<file path="config.mk">
export PLATFORM = sky130hd
export DESIGN_NAME = ps2_host_tx
export DESIGN_NICKNAME = d
export VERILOG_FILES = /design/src/rtl/ps2_host_tx.sv
export SDC_FILE = /design/constraint.sdc
export NUM_CORES = 1
export LEC_CHECK = 0
export BUFFER_PORTS_ARGS = -buffer_cell sky130_fd_sc_hd__buf_4
export CAP_MARGIN = 10
export CORE_MARGIN = 5
export CORE_UTILIZATION = 60
export DETAILED_ROUTE_END_ITERATION = 16
export PLACE_DENSITY_LB_ADDON = 0.15
export SYNTH_ARGS = -nofsm -noshare
export SYNTH_HDL_FRONTEND = slang
export SYNTH_SLANG_ARGS = --single-unit
</file>
<file path="constraint.sdc">
create_clock -name sys_clk -period 3 [get_ports sys_clk]
set_input_delay 0.3 -clock sys_clk [delete_from_list [all_inputs] [get_ports sys_clk]]
set_output_delay 0.3 -clock sys_clk [all_outputs]
set_load 0.1 [all_outputs]
</file>
<file path="src/rtl/ps2_host_tx.sv">
// ---------------------------------------------------------------------------
// ps2_host_tx
// Host-to-device PS/2 transmitter. Sends one command byte to the keyboard
// over the open-collector clock/data pair. The sequence is:
//   1. Pull the clock low (request-to-send).
//   2. Release the clock and drive the start bit.
//   3. Shift D0..D7, odd parity and stop on device-generated falling edges.
//   4. Check the device ACK and wait for the bus to go idle.
// Every phase is guarded by a timeout. The companion receiver is held off
// through rx_inhibit whenever a transfer is in flight.
//
// Optional build macro:
//   PS2_TX_RETRY_EN - retry a failed transfer up to MAX_RETRY times before
//                     reporting tx_error.
//
// Ports:
//   sys_clk     in   system clock
//   reset       in   asynchronous active-low reset
//   tx_data     in   [7:0] command byte, taken when tx_valid && tx_ready
//   tx_valid    in   request to send tx_data
//   tx_ready    out  high only while idle
//   tx_done     out  one-cycle pulse: byte sent and acknowledged
//   tx_error    out  one-cycle pulse: timeout or NACK
//   rx_inhibit  out  high whenever not idle
//   ps2_clk_in  in   raw PS/2 clock line level (asynchronous)
//   ps2_data_in in   raw PS/2 data line level (asynchronous)
//   ps2_clk_oe  out  1 = pull clock line low
//   ps2_data_oe out  1 = pull data line low
// ---------------------------------------------------------------------------
module ps2_host_tx #(
  parameter int INHIBIT_CYCLES = 5000,
  parameter int START_TIMEOUT  = 750000,
  parameter int EDGE_TIMEOUT   = 30000
`ifdef PS2_TX_RETRY_EN
  , parameter int MAX_RETRY    = 2
`endif
) (
  input  logic       sys_clk,
  input  logic       reset,
  input  logic [7:0] tx_data,
  input  logic       tx_valid,
  output logic       tx_ready,
  output logic       tx_done,
  output logic       tx_error,
  output logic       rx_inhibit,
  input  logic       ps2_clk_in,
  input  logic       ps2_data_in,
  output logic       ps2_clk_oe,
  output logic       ps2_data_oe
);

  localparam logic [19:0] INH_LAST   = 20'(INHIBIT_CYCLES - 1);
  localparam logic [19:0] START_LAST = 20'(START_TIMEOUT - 1);
  localparam logic [19:0] EDGE_LAST  = 20'(EDGE_TIMEOUT - 1);

  typedef enum logic [2:0] {
    S_IDLE, S_INHIBIT, S_START, S_SHIFT, S_ACK, S_WAIT_IDLE
  } state_t;

  state_t      r_state;
  state_t      w_stateNext;
  logic [1:0]  r_clkSync;
  logic [1:0]  r_dataSync;
  logic        r_clkPrev;
  logic [9:0]  r_frame;
  logic [3:0]  r_bitIdx;
  logic        r_ackBit;
  logic [19:0] r_cnt;
  logic        r_clkOe;
  logic        r_dataOe;
  logic        r_txDone;
  logic        r_txError;

  logic        w_clkS;
  logic        w_dataS;
  logic        w_fall;
  logic [3:0]  w_nextIdx;
  logic [3:0]  w_bitIdxNext;
  logic        w_ackBitNext;
  logic        w_clkOeNext;
  logic        w_dataOeNext;
  logic        w_doneNext;
  logic        w_errorNext;
  logic        w_load;
  logic        w_edgeClr;
  logic        w_failed;

`ifdef PS2_TX_RETRY_EN
  localparam int RW = (MAX_RETRY < 1) ? 1 : $clog2(MAX_RETRY + 1);
  logic [RW-1:0] r_retry;
  logic          w_retryInc;
`endif

  assign w_clkS     = r_clkSync[1];
  assign w_dataS    = r_dataSync[1];
  assign w_fall     = r_clkPrev & ~w_clkS;
  assign w_nextIdx  = r_bitIdx + 4'd1;
  assign tx_ready   = (r_state == S_IDLE);
  assign rx_inhibit = (r_state != S_IDLE);
  assign tx_done    = r_txDone;
  assign tx_error   = r_txError;
  assign ps2_clk_oe  = r_clkOe;
  assign ps2_data_oe = r_dataOe;

  // Two-stage synchronizers for the bus lines, plus the previous synchronized
  // clock for falling-edge detection. They reset to the idle-high level so a
  // release from reset never looks like an edge.
  always_ff @(posedge sys_clk or negedge reset) begin
    if (!reset) begin
      r_clkSync  <= 2'b11;
      r_dataSync <= 2'b11;
      r_clkPrev  <= 1'b1;
    end else begin
      r_clkSync  <= {r_clkSync[0], ps2_clk_in};
      r_dataSync <= {r_dataSync[0], ps2_data_in};
      r_clkPrev  <= w_clkS;
    end
  end

  // Next-state and next-output decode. Line enables and pulses are computed
  // here and registered below, so the bus never sees combinational glitches.
  // In START/SHIFT a falling edge is tested before the timeout so an edge
  // landing on the final timeout cycle still counts.
  always_comb begin
    w_stateNext  = r_state;
    w_clkOeNext  = r_clkOe;
    w_dataOeNext = r_dataOe;
    w_doneNext   = 1'b0;
    w_errorNext  = 1'b0;
    w_bitIdxNext = r_bitIdx;
    w_ackBitNext = r_ackBit;
    w_load       = 1'b0;
    w_edgeClr    = 1'b0;
    w_failed     = 1'b0;
`ifdef PS2_TX_RETRY_EN
    w_retryInc   = 1'b0;
`endif
    case (r_state)
      S_IDLE: begin
        if (tx_valid) begin
          w_load       = 1'b1;
          w_stateNext  = S_INHIBIT;
          w_clkOeNext  = 1'b1;
          w_dataOeNext = 1'b0;
        end
      end
      S_INHIBIT: begin
        if (r_cnt == INH_LAST) begin
          w_stateNext  = S_START;
          w_clkOeNext  = 1'b0;
          w_dataOeNext = 1'b1;
        end
      end
      S_START: begin
        if (w_fall) begin
          w_edgeClr    = 1'b1;
          w_stateNext  = S_SHIFT;
          w_bitIdxNext = 4'd0;
          w_dataOeNext = ~r_frame[0];
        end else if (r_cnt == START_LAST) begin
          w_failed = 1'b1;
        end
      end
      S_SHIFT: begin
        if (w_fall) begin
          w_edgeClr = 1'b1;
          if (r_bitIdx == 4'd9) begin
            w_ackBitNext = w_dataS;
            w_stateNext  = S_ACK;
          end else begin
            w_bitIdxNext = w_nextIdx;
            w_dataOeNext = ~r_frame[w_nextIdx];
          end
        end else if (r_cnt == EDGE_LAST) begin
          w_failed = 1'b1;
        end
      end
      S_ACK: begin
        if (r_ackBit) begin
          w_failed = 1'b1;
        end else begin
          w_stateNext = S_WAIT_IDLE;
        end
      end
      S_WAIT_IDLE: begin
        if (w_clkS && w_dataS) begin
          w_stateNext = S_IDLE;
          w_doneNext  = 1'b1;
        end else if (w_fall) begin
          w_edgeClr = 1'b1;
        end else if (r_cnt == EDGE_LAST) begin
          w_failed = 1'b1;
        end
      end
      default: begin
        w_stateNext  = S_IDLE;
        w_clkOeNext  = 1'b0;
        w_dataOeNext = 1'b0;
      end
    endcase

    // A failed attempt releases the data line at once; with retries enabled
    // the clock goes straight back into request-to-send with the same frame.
    if (w_failed) begin
      w_clkOeNext  = 1'b0;
      w_dataOeNext = 1'b0;
`ifdef PS2_TX_RETRY_EN
      if (r_retry < RW'(MAX_RETRY)) begin
        w_retryInc  = 1'b1;
        w_stateNext = S_INHIBIT;
        w_clkOeNext = 1'b1;
      end else begin
        w_stateNext = S_IDLE;
        w_errorNext = 1'b1;
      end
`else
      w_stateNext = S_IDLE;
      w_errorNext = 1'b1;
`endif
    end
  end

  // State, frame and registered bus outputs. The shared phase counter restarts
  // on every state change and on each device falling edge.
  always_ff @(posedge sys_clk or negedge reset) begin
    if (!reset) begin
      r_state   <= S_IDLE;
      r_frame   <= 10'd0;
      r_bitIdx  <= 4'd0;
      r_ackBit  <= 1'b0;
      r_cnt     <= 20'd0;
      r_clkOe   <= 1'b0;
      r_dataOe  <= 1'b0;
      r_txDone  <= 1'b0;
      r_txError <= 1'b0;
    end else begin
      r_state   <= w_stateNext;
      r_bitIdx  <= w_bitIdxNext;
      r_ackBit  <= w_ackBitNext;
      r_clkOe   <= w_clkOeNext;
      r_dataOe  <= w_dataOeNext;
      r_txDone  <= w_doneNext;
      r_txError <= w_errorNext;
      if (w_load) begin
        r_frame <= {1'b1, ~^tx_data, tx_data};
      end
      if ((r_state == S_IDLE) || (w_stateNext != r_state) || w_edgeClr) begin
        r_cnt <= 20'd0;
      end else begin
        r_cnt <= r_cnt + 20'd1;
      end
    end
  end

`ifdef PS2_TX_RETRY_EN
  // Retry count: cleared when a new byte is accepted, stepped on each retry.
  always_ff @(posedge sys_clk or negedge reset) begin
    if (!reset) begin
      r_retry <= '0;
    end else if (w_load) begin
      r_retry <= '0;
    end else if (w_retryInc) begin
      r_retry <= r_retry + 1'b1;
    end
  end
`endif

endmodule

</file>
After elaboration in Yosys (flattened, before gate mapping)
Index checks and enable logic that the tools add are counted.
{ "word_totals": {"regBits": 47, "latch_bits": 0, "mem_bits_rw": 0, "mem_bits_ro": 0, "inputBits": 13, "out_inout_bits": 6, "word_cells": 95, "memories": 0} }
{ "classes": {"add_sub_neg": 2, "n_mul": 0, "div_mod_pow": 0, "n_lt_le_gt_ge": 1, "eq_ne": 20, "shift": 0, "mux": 42, "bitwise": 4, "reduce_logical": 14} }
{ "ops": {"columns": ["operator", "count"], "rows": [
  ["$mux W3", 8],
  ["$mux W1", 23],
  ["$add A20 B1 Y20 const B", 1],
  ["$eq A20 B13 Y1 const B", 1],
  ["$eq A20 B15 Y1 const B", 1],
  ["$eq A20 B20 Y1 const B", 1],
  ["$mux W20", 1],
  ["$pmux W3 S6", 1],
  ["$mux W4", 3],
  ["$ne A3 B3 Y1 const B", 4],
  ["$pmux W4 S2", 1],
  ["$reduce_xnor A8 Y1", 1],
  ["$eq A3 B2 Y1 const B", 2],
  ["$eq A3 B3 Y1 const B", 2],
  ["$ne A2 B2 Y1 const B", 3],
  ["$reduce_and A3 Y1", 2],
  ["$reduce_and A6 Y1", 1],
  ["$lt A4 B5 Y1 const B", 1],
  ["$pmux W1 S5", 1],
  ["$add A4 B1 Y4 const B", 1],
  ["$bmux W1 S4", 1],
  ["$eq A4 B4 Y1 const B", 1],
  ["$ne A2 B1 Y1 const B", 2],
  ["$pmux W1 S4", 1],
  ["other kinds (15)", 19]
]} }

Logic depth before layout (Yosys ltp)
Gate-level depths: netlist (run 1).
{ "depth": {"ltp_word": 10, "ltp_mapped": 9, "ltp_nobuf": 8} }

Least setup slack after synthesis (run 1)
No wires, ideal clock.
{ "synth_timing": {"path_type": "reg-to-reg", "start": "register r_state[2]", "end": "register r_frame[1]", "setup_time_ns": 0.125, "arrival_time_ns": 2.941, "t_required_ns": 2.875, "setup_slack_ns": -0.065, "path_stages_with_launch": 7, "n_path_buf": 2, "synth_period_minus_slack_ns": 3.065, "cell_sequence": "dfrtp_1 > clkbuf_1 > or3_1 > inv_1 > and2_1 > buf_2 > mux2_2"} }
{ "synth_via": {"elab_chain_cells": 2} }
{ "synth_rtl": {"columns": ["item", "line", "source"], "rows": [
  ["from (decl)", "60", "state_t r_state;"],
  ["from (signal assigned)", "237", "r_state <= w_stateNext;"],
  ["$logic_not A3 Y1", null, null],
  ["named net tx_ready", "42", "output logic tx_ready,"],
  ["$mux W1", "138", "case (r_state)"],
  ["to (signal assigned)", "245", "r_frame <= {1'b1, ~^tx_data, tx_data};"],
  ["to (decl)", "65", "logic [9:0] r_frame;"]
]} }
The timed path passes the listed nets, and every way through them passes these cells.
A chain may end at the register's enable or synchronous reset.

Worst setup path in the final report (run 1)
{ "layout_timing": {"start": "register r_cnt[0]", "end": "register r_cnt[5]"} }
{ "layout_via": {"elab_chain_cells": 10} }
{ "layout_rtl": {"columns": ["item", "line", "source"], "rows": [
  ["from (decl)", "68", "logic [19:0] r_cnt;"],
  ["from (signal assigned)", "250", "r_cnt <= r_cnt + 20'd1;"],
  ["$eq A20 B15 Y1", "174, 191", null],
  ["$mux W1", "174, 191", null],
  ["$mux W1", "165", "if (w_fall) begin"],
  ["$mux W1", "186", "if (w_clkS && w_dataS) begin"],
  ["$pmux W1 S4", "138", null],
  ["$mux W3", "204", "if (w_failed) begin"],
  ["$ne A3 B3 Y1", "247", "if ((r_state == S_IDLE) || (w_stateNext != r_state) || w_edgeClr) begin"],
  ["$logic_or A1 B1 Y1 (2 in series)", "247", null],
  ["$mux W20 (*)", "247", null]
]} }
Every way passes the cells marked *; elsewhere a longest branch is shown, timed or not.

==> results.md, run 1 <==
* Clock root buffer: clkbuf_8
* Area of the mapped netlist at between 2000 and 3000 sq um
* Clk pin slew, worst setup/hold paths at 90 ps
* Global route overflow at 0
* Vias at between 1,500 and 2,000
* Die area at 5880 sq um
* Psw at about 0.00025 W
* Post-synthesis sequential area ratio at 0.443
* Final Skew at between 10 and 15 ps
* CP arrival at ~2700 ps
* Setup TNS Final at 0 ps
* Final min period at roughly 2500 ps
* Actual slew at the worst max-slew pin at between 500 and 600 ps
* PD cells at 375 nW/um^2
* Endpoints failing setup at 0
* Top_reg_cell synth: dfrtp_1
* DP HPWL at between 3000 and 4000 um
* GPL Wtd Cong at around 0.86
* Die Ht at 76.7 um
* FF-to-FF Start: r_cnt[0]$_DFF_PN0_
* Period utilization at 0.842
* Cts hold-fix bufs at 0
* DP Area at 2800 sq um
* RSZ-0062 raised after global routing: no
* Yosys reg bits at 47
* Reg-to-reg setup timing slack at ~470 ps
* Combinational fraction of design power at 0.050
* Fraction of layout cells with a size suffix above 1 at 0.276
* CTS resizes at 0
* Highest Clock Rate at a little under 0.4 GHz
* Startpoint types: flip-flop
* Clock buffer count from CTS at 5
* Power share of the clock group at 0.358
* Final Hold Fails at 23
* Nets at around 290
* Crit path max fanout at 20
* DRT Pass-1 Iters at 4
* Post-route cell area at around 2900 sq um
* IO Pins at 19
* Syn_area_per_cell at ~11 sq um
* Setup Buffers After CTS at 0
* Sw frac at 0.234
* WHS at -22.7 ps
* Input/output buffers at 18
* Mapped Nets at 270
* Final Max Tran Viols at 0
* Clock sink total at between 40 and 50
* Area of the core at ~4300 sq um
* Total GRT Usage at 0.186
* Max-Cap Viols at 0
* FP Rows at 24
* VDD IR max at approximately 0.32 mV
* CTS tree: done
* Min-delay worst type: primary input to asynchronous set/reset pin
* Pint at between 0.0008 and 0.0009 W
* Crit Path Category: flip-flop to flip-flop
* Syn-to-layout area delta at 8.35%
* Core Util, Final at 0.668
* Setup crit start: r_cnt[0]$_DFF_PN0_
* Post-route ant nets at 0
* Antenna cell count at 0
* Unique masters post-synth at between 40 and 50
* CTS Buffer Depth at 2
* Clk_lat worst skew at 300 ps
* DRT Wirelength at around 5100 um
* Post-route DRC at 0
* Flop pwr share at 0.593
* EDFF count, synth at 0
* Global-route wire length before repair at 9110 um
* Max-slew headroom at 0.616
* H-tree Lvls at 2
* Via density at between 5 and 6
* Vias in the first global route at 1,904
* Worst Setup End Kind: flip-flop
* WL per Instance at roughly 16 um
* Die extent in x at between 70 and 80 um
* Synthesis warning total at 0
* Initial core utilization at 0.617
* Pin count of the biggest net entering global routing at 48
* Lkg Pwr at ~1.3 nW
* Post-Synthesis Cells at ~250
* Post-synth ARST share at 1.00
* Initial antenna violation count at 0
* Starting DRT DRC Count at around 170
* Status: finished with violations
* Failing checks: negative hold slack
* Required time of the critical path at around 3200 ps
-- flip-flops by register name, summed over array words and instances, names as in the netlist --
name and flops:
r_clkSync 2, r_clkPrev 1, r_dataSync 2, r_bitIdx 4, r_cnt 20, r_frame 10, r_ackBit 1, r_state 3
tx_done 1, tx_error 1, ps2_data_oe 1, ps2_clk_oe 1
-- power by group through the flow --
stage	Clock (W)	Sequential, W	Combinational [W]
finish	0.000388	0.000642	0.0000538
detailed placement	0	0.000655	0.0000555
global route	0.000433	0.000643	0.0000603
CTS	0.000397	0.000642	0.0000556
global placement	0	0.000654	0.0000545
floorplan	0	0.000659	0.0000193
-- worst paths after layout --
path / endpoint / depth (start not counted)
hold / removal: r_bitIdx[0]$_DFFE_PN0P_ / 1
min in group sys_clk: r_dataSync[0]$_DFF_PN1_ / 1
setup / recovery: r_cnt[5]$_DFF_PN0_ / 9
hold reg to reg: r_dataSync[1]$_DFF_PN1_ / 0
max in group asynchronous: r_bitIdx[1]$_DFFE_PN0P_ / 1
setup reg to reg: r_cnt[5]$_DFF_PN0_ / 9
-- cells by family (layout without fill, tap and decap cells) --
group | Yosys count | in the layout | share of synthesized area
multiplexers | 14 | 14 | 0.0675
flip-flops | 47 | 47 | 0.443
AO/OA/AOI/OAI | 26 | 26 | 0.0666
adder cells (fa/ha/maj) | 3 | 3 | 0.0141
XOR/XNOR | 27 | 27 | 0.0887
AND/OR/NAND/NOR | 120 | 120 | 0.276
buffers and inverters | 17 | 35 | 0.0441
-- worst max-delay path: stages (launching register included) --
cell	delay, ps
dfrtp_1	420
ha_1	230
nand3_1	160
nand2b_1	210
nor4_1	500
nor3_1	210
clkinv_2	120
a2bb2oi_2	130
buf_4	330
nor3_2	90
-- layer usage --
layer,vias to the layer above,part of all wire,track usage
met2,51,0.46,0.278
met3,4,0.061,0.0468
met5,-,0,0
li1,926,-,-
met1,904,0.47,0.270
met4,0,0.0073,0.0490
-- cells in the mapped netlist (2+ instances only) --
cell      count  area share
xnor2_1      15       0.049
dfstp_2       5       0.049
nor3_1        4      0.0075
nand3_1      15       0.028
nor3_2       19       0.071
nor4_1        3      0.0070
dfrtp_1      42        0.39
nor2_1       20       0.028
ha_1          3       0.014
a21oi_1       5      0.0094
o21ai_0       7       0.013
and2_1        3      0.0070
nand4_1       7       0.016
and3_1        5       0.012
buf_2         4      0.0075
o31ai_1       2      0.0056
mux4_2        2       0.017
inv_1         5      0.0070
nand2_1      18       0.025
o21bai_1      2      0.0056
nand2b_1      6       0.014
nor3b_1       2      0.0056
nor2b_1       7       0.016
xor2_1       12       0.039
o211ai_1      2      0.0056
buf_6         5       0.021
mux2_2       12       0.051
-- stage by stage --
step | worst slack (ps) | hold slack [ps] | std cells | power, W
after floorplan | 318 | 4.41 | 254 | 0.000679
after global placement | 617 | 339 | 316 | 0.000709
after detailed placement | 528 | 348 | 316 | 0.000710
after CTS | 489 | 16.0 | 324 | 0.00109
after global routing | 223 | 33.5 | 324 | 0.00114
final | 473 | -22.7 | 324 | 0.00108
-- cell type report --
class	instances	area (sq um)
clock buffers	6	72.6
clock inverters	2	16.3
fillers	368	1430
inverters	6	27.5
multi-input cells	190	1370
flip-flops and latches	47	1180
well taps	52	65.1
repair buffers	21	158
-- cell usage in the layout (no fill, tap or decap), drive strengths merged, types with 2 or more instances in the layout --
cell | synthesis | routed
a21oi | 5 | 5
and2 | 4 | 4
and3 | 5 | 5
buf | 9 | 21
clkbuf | 2 | 6
clkinvlp | 0 | 2
dfrtp | 42 | 42
dfstp | 5 | 5
ha | 3 | 3
inv | 5 | 5
mux2 | 12 | 12
mux4 | 2 | 2
nand2 | 18 | 18
nand2b | 6 | 6
nand3 | 15 | 15
nand4 | 7 | 7
nor2 | 20 | 20
nor2b | 7 | 7
nor3 | 23 | 23
nor3b | 3 | 3
nor4 | 3 | 3
o211ai | 3 | 3
o21ai | 8 | 8
o21bai | 2 | 2
o31ai | 2 | 2
xnor2 | 15 | 15
xor2 | 12 | 12
Power figures use the tool's default switching activity.
==> run 2, diff against run 1 <==
Settings changed: ABC_AREA from default to 1.
Clock period 3 ns to 2.4 ns, I/O delays scaled along.
==> run 2 against run 1 <==
The run now ends clean. Core utilization increased by 3.3 points. Global-route usage increased by 0.39 points. Via count increased by 7.1%. Critical path depth increased by 5. Cell count increased by 20%. First-iteration DRC count increased by 13%. Largest cell class unchanged. Largest power group unchanged.
==> results.md, run 2 <==
* Status: complete, no violations
* Yosys reg bits at 47
* WHS at approximately 37 ps
* CTS Buffer Depth at 2
* Final min period at 2080 ps
* RSZ-0062 raised after global routing: no
* Die Ht at 75.7 um
* Most common cell after layout, fill and taps aside: nand2_1
* Die extent in x at 75.7 um
* Post-route DRC at 0
* Reg-to-reg setup timing slack at around 320 ps
* Max-slew headroom at 0.616
* WL per Instance at 12.4 um
* Min-delay worst type: primary input to flip-flop
* Post-synthesis sequential area ratio at 0.457
* Setup crit start: r_clkPrev$_DFF_PN1_
* Area of the mapped netlist at 2590 sq um
* Final Skew at approximately 7.2 ps
* FF-to-FF Start: r_clkPrev$_DFF_PN1_
* Endpoints failing setup at 0
* Max reg flops at 20
* Post-synth ARST share at 1.00
* Most flops, register: r_cnt
* Worst Setup End Kind: flip-flop
* Setup TNS Final at 0 ps
* Required time of the critical path at approximately 2600 ps
* Vias at 2,019
* PD cells at roughly 650 nW/um^2
* Clock root buffer: clkbuf_8
* Vias in the first global route at between 1,500 and 2,000
* Synthesis warning total at 0
* Most frequent cells after synthesis: nand2_1, dfrtp_1, inv_1
* Max-Cap Viols at 0
* Worst R2R End: r_cnt[4]$_DFF_PN0_
* DP HPWL at 3560 um
* Top_reg_cell synth: dfrtp_1
* DRT Wirelength at between 4000 and 5000 um
* Lkg Pwr at roughly 1.4 nW
* Highest Clock Rate at 0.482 GHz
* Nets at between 300 and 400
* FP Rows at 23
* IO Pins at 19
* Syn-to-layout area delta at 10.8%
* Setup crit end: r_cnt[4]$_DFF_PN0_
* Die area at approximately 5700 sq um
* Post-route cell area at 2870 sq um
* Clk_lat worst skew at 300 ps
* Crit Path Category: flip-flop to flip-flop
* Clock sink total at 47
* CTS tree: done
* Area of the core at between 4000 and 5000 sq um
* Startpoint types: flip-flop
* VDD IR max at 0.459 mV
* Period utilization at 0.865
* Total GRT Usage at 0.190
* Clk pin slew, worst setup/hold paths at approximately 90 ps
* Global-route wire length before repair at 8200 um
* Fill cells at approximately 360
* Biggest regs: r_cnt x20, r_frame x10, r_bitIdx x4
* DP Area at about 2800 sq um
* H-tree Lvls at 2
* Mapped Nets at approximately 330
* Most frequent cells in the layout: nand2_1, dfrtp_1, inv_1
* Cells on worst reg2reg path at 14
* Unique masters post-synth at 29
* CP arrival at between 2000 and 2500 ps
* Largest area contributor in the netlist: dfrtp_1
* Fraction of layout cells with a size suffix above 1 at 0.216
* EDFF count, synth at 0
* Antenna cell count at 0
* Actual slew at the worst max-slew pin at 576 ps
* Setup Buffers After CTS at 0
* DRT Pass-1 Iters at 4
* Top cell type's share of synthesized area at 0.406
* Input/output buffers at 18
* Final Hold Fails at 0
* Synth area leaders: dfrtp_1, nand2_1, xor2_1
* Count leader, synth: nand2_1
* Syn_area_per_cell at about 8 sq um
* Final Max Tran Viols at 0
* Initial antenna violation count at 0
* Starting DRT DRC Count at around 190
* Clock buffer count from CTS at 5
* Via density at ~5.2
* Post-Synthesis Cells at around 320
* Global route overflow at 0
* Crit path max fanout at 20
* Post-route ant nets at 0
* GPL Wtd Cong at between 0.9 and 1
* Initial core utilization at 0.633
* Pin count of the biggest net entering global routing at between 40 and 50
-- run 2: cell type report --
class / instances / area [sq um] / area share
Clock buffer: 6 / 72.6 / 0.0253
Clock inverter: 2 / 12.5 / 0.00436
Inverter: 38 / 146 / 0.0511
Multi-Input combinational cell: 225 / 1220 / 0.427
Sequential cell: 47 / 1180 / 0.413
Tap cell: 50 / 62.6 / 0.0218
Timing Repair Buffer: 20 / 165 / 0.0576
-- run 2: what timing repair did --
action	4_1_cts	5_1_grt
endpoints found under the hold margin	42	0
hold buffers	1	0
endpoints found under the setup margin	0	16
gates resized for setup	0	1
-- run 2: cell families (layout without fill, tap and decap cells) --
| logic type | count (synthesis) | count (layout) | synth area share |
|---|---|---|---|
| simple gates | 169 | 169 | 0.311 |
| flops | 47 | 47 | 0.457 |
| buf+inv | 43 | 66 | 0.0711 |
| xor+xnor | 27 | 27 | 0.0914 |
| compound gates | 26 | 26 | 0.0546 |
| fa+ha+maj | 3 | 3 | 0.0145 |
-- run 2: metal layers --
metal	up-vias	part of all wire	track usage	routed length, um
met3	6	0.045	0.0409	214
li1	1035	-	-	-
met5	-	0	0	0
met1	938	0.50	0.278	2420
met2	40	0.44	0.287	2120
met4	0	0.012	0.0524	58
-- run 2: worst min-delay path by stage --
stage / depth (start not counted) / slack (ps) / startpoint / end
final: 1 / 40 / ps2_clk_in / r_clkSync[0]$_DFF_PN1_
after CTS: 1 / 40 / ps2_clk_in / r_clkSync[0]$_DFF_PN1_
after floorplan: 0 / -60 / reset / ps2_clk_oe$_DFFE_PN0P_
after global routing: 1 / 20 / ps2_data_in / r_dataSync[0]$_DFF_PN1_
after detailed placement: 1 / 280 / reset / r_cnt[16]$_DFF_PN0_
after global placement: 1 / 280 / reset / r_cnt[17]$_DFF_PN0_
-- run 2: through the flow --
step / worst slack, ps / std cells / util / power [W]
after floorplan: 28.8 / 315 / - / 0.00130
after global placement: 371 / 379 / 0.678 / 0.00140
after detailed placement: 272 / 379 / 0.678 / 0.00141
after CTS: 267 / 388 / 0.701 / 0.00187
after global routing: 125 / 388 / 0.701 / 0.00196
final: 324 / 388 / 0.701 / 0.00185
-- run 2: report_power, final --
part	switching [W]	internal (W)
combinational	0.000295	0.000144
sequential	0.0000593	0.000893
clock	0.000258	0.000204
-- run 2: critical path, cell delays in order, from the launching register on --
cell and delay (ps):
dfstp_2 520, inv_1 30, nor2_1 370, nand2_1 150
nand2_1 80, nand2_1 40, nor2_1 120, nand2_2 70
nand3_1 100, nand2_1 60, nand2_1 80, nor2_2 40
nand2_2 70, buf_12 190, nor2_2 40
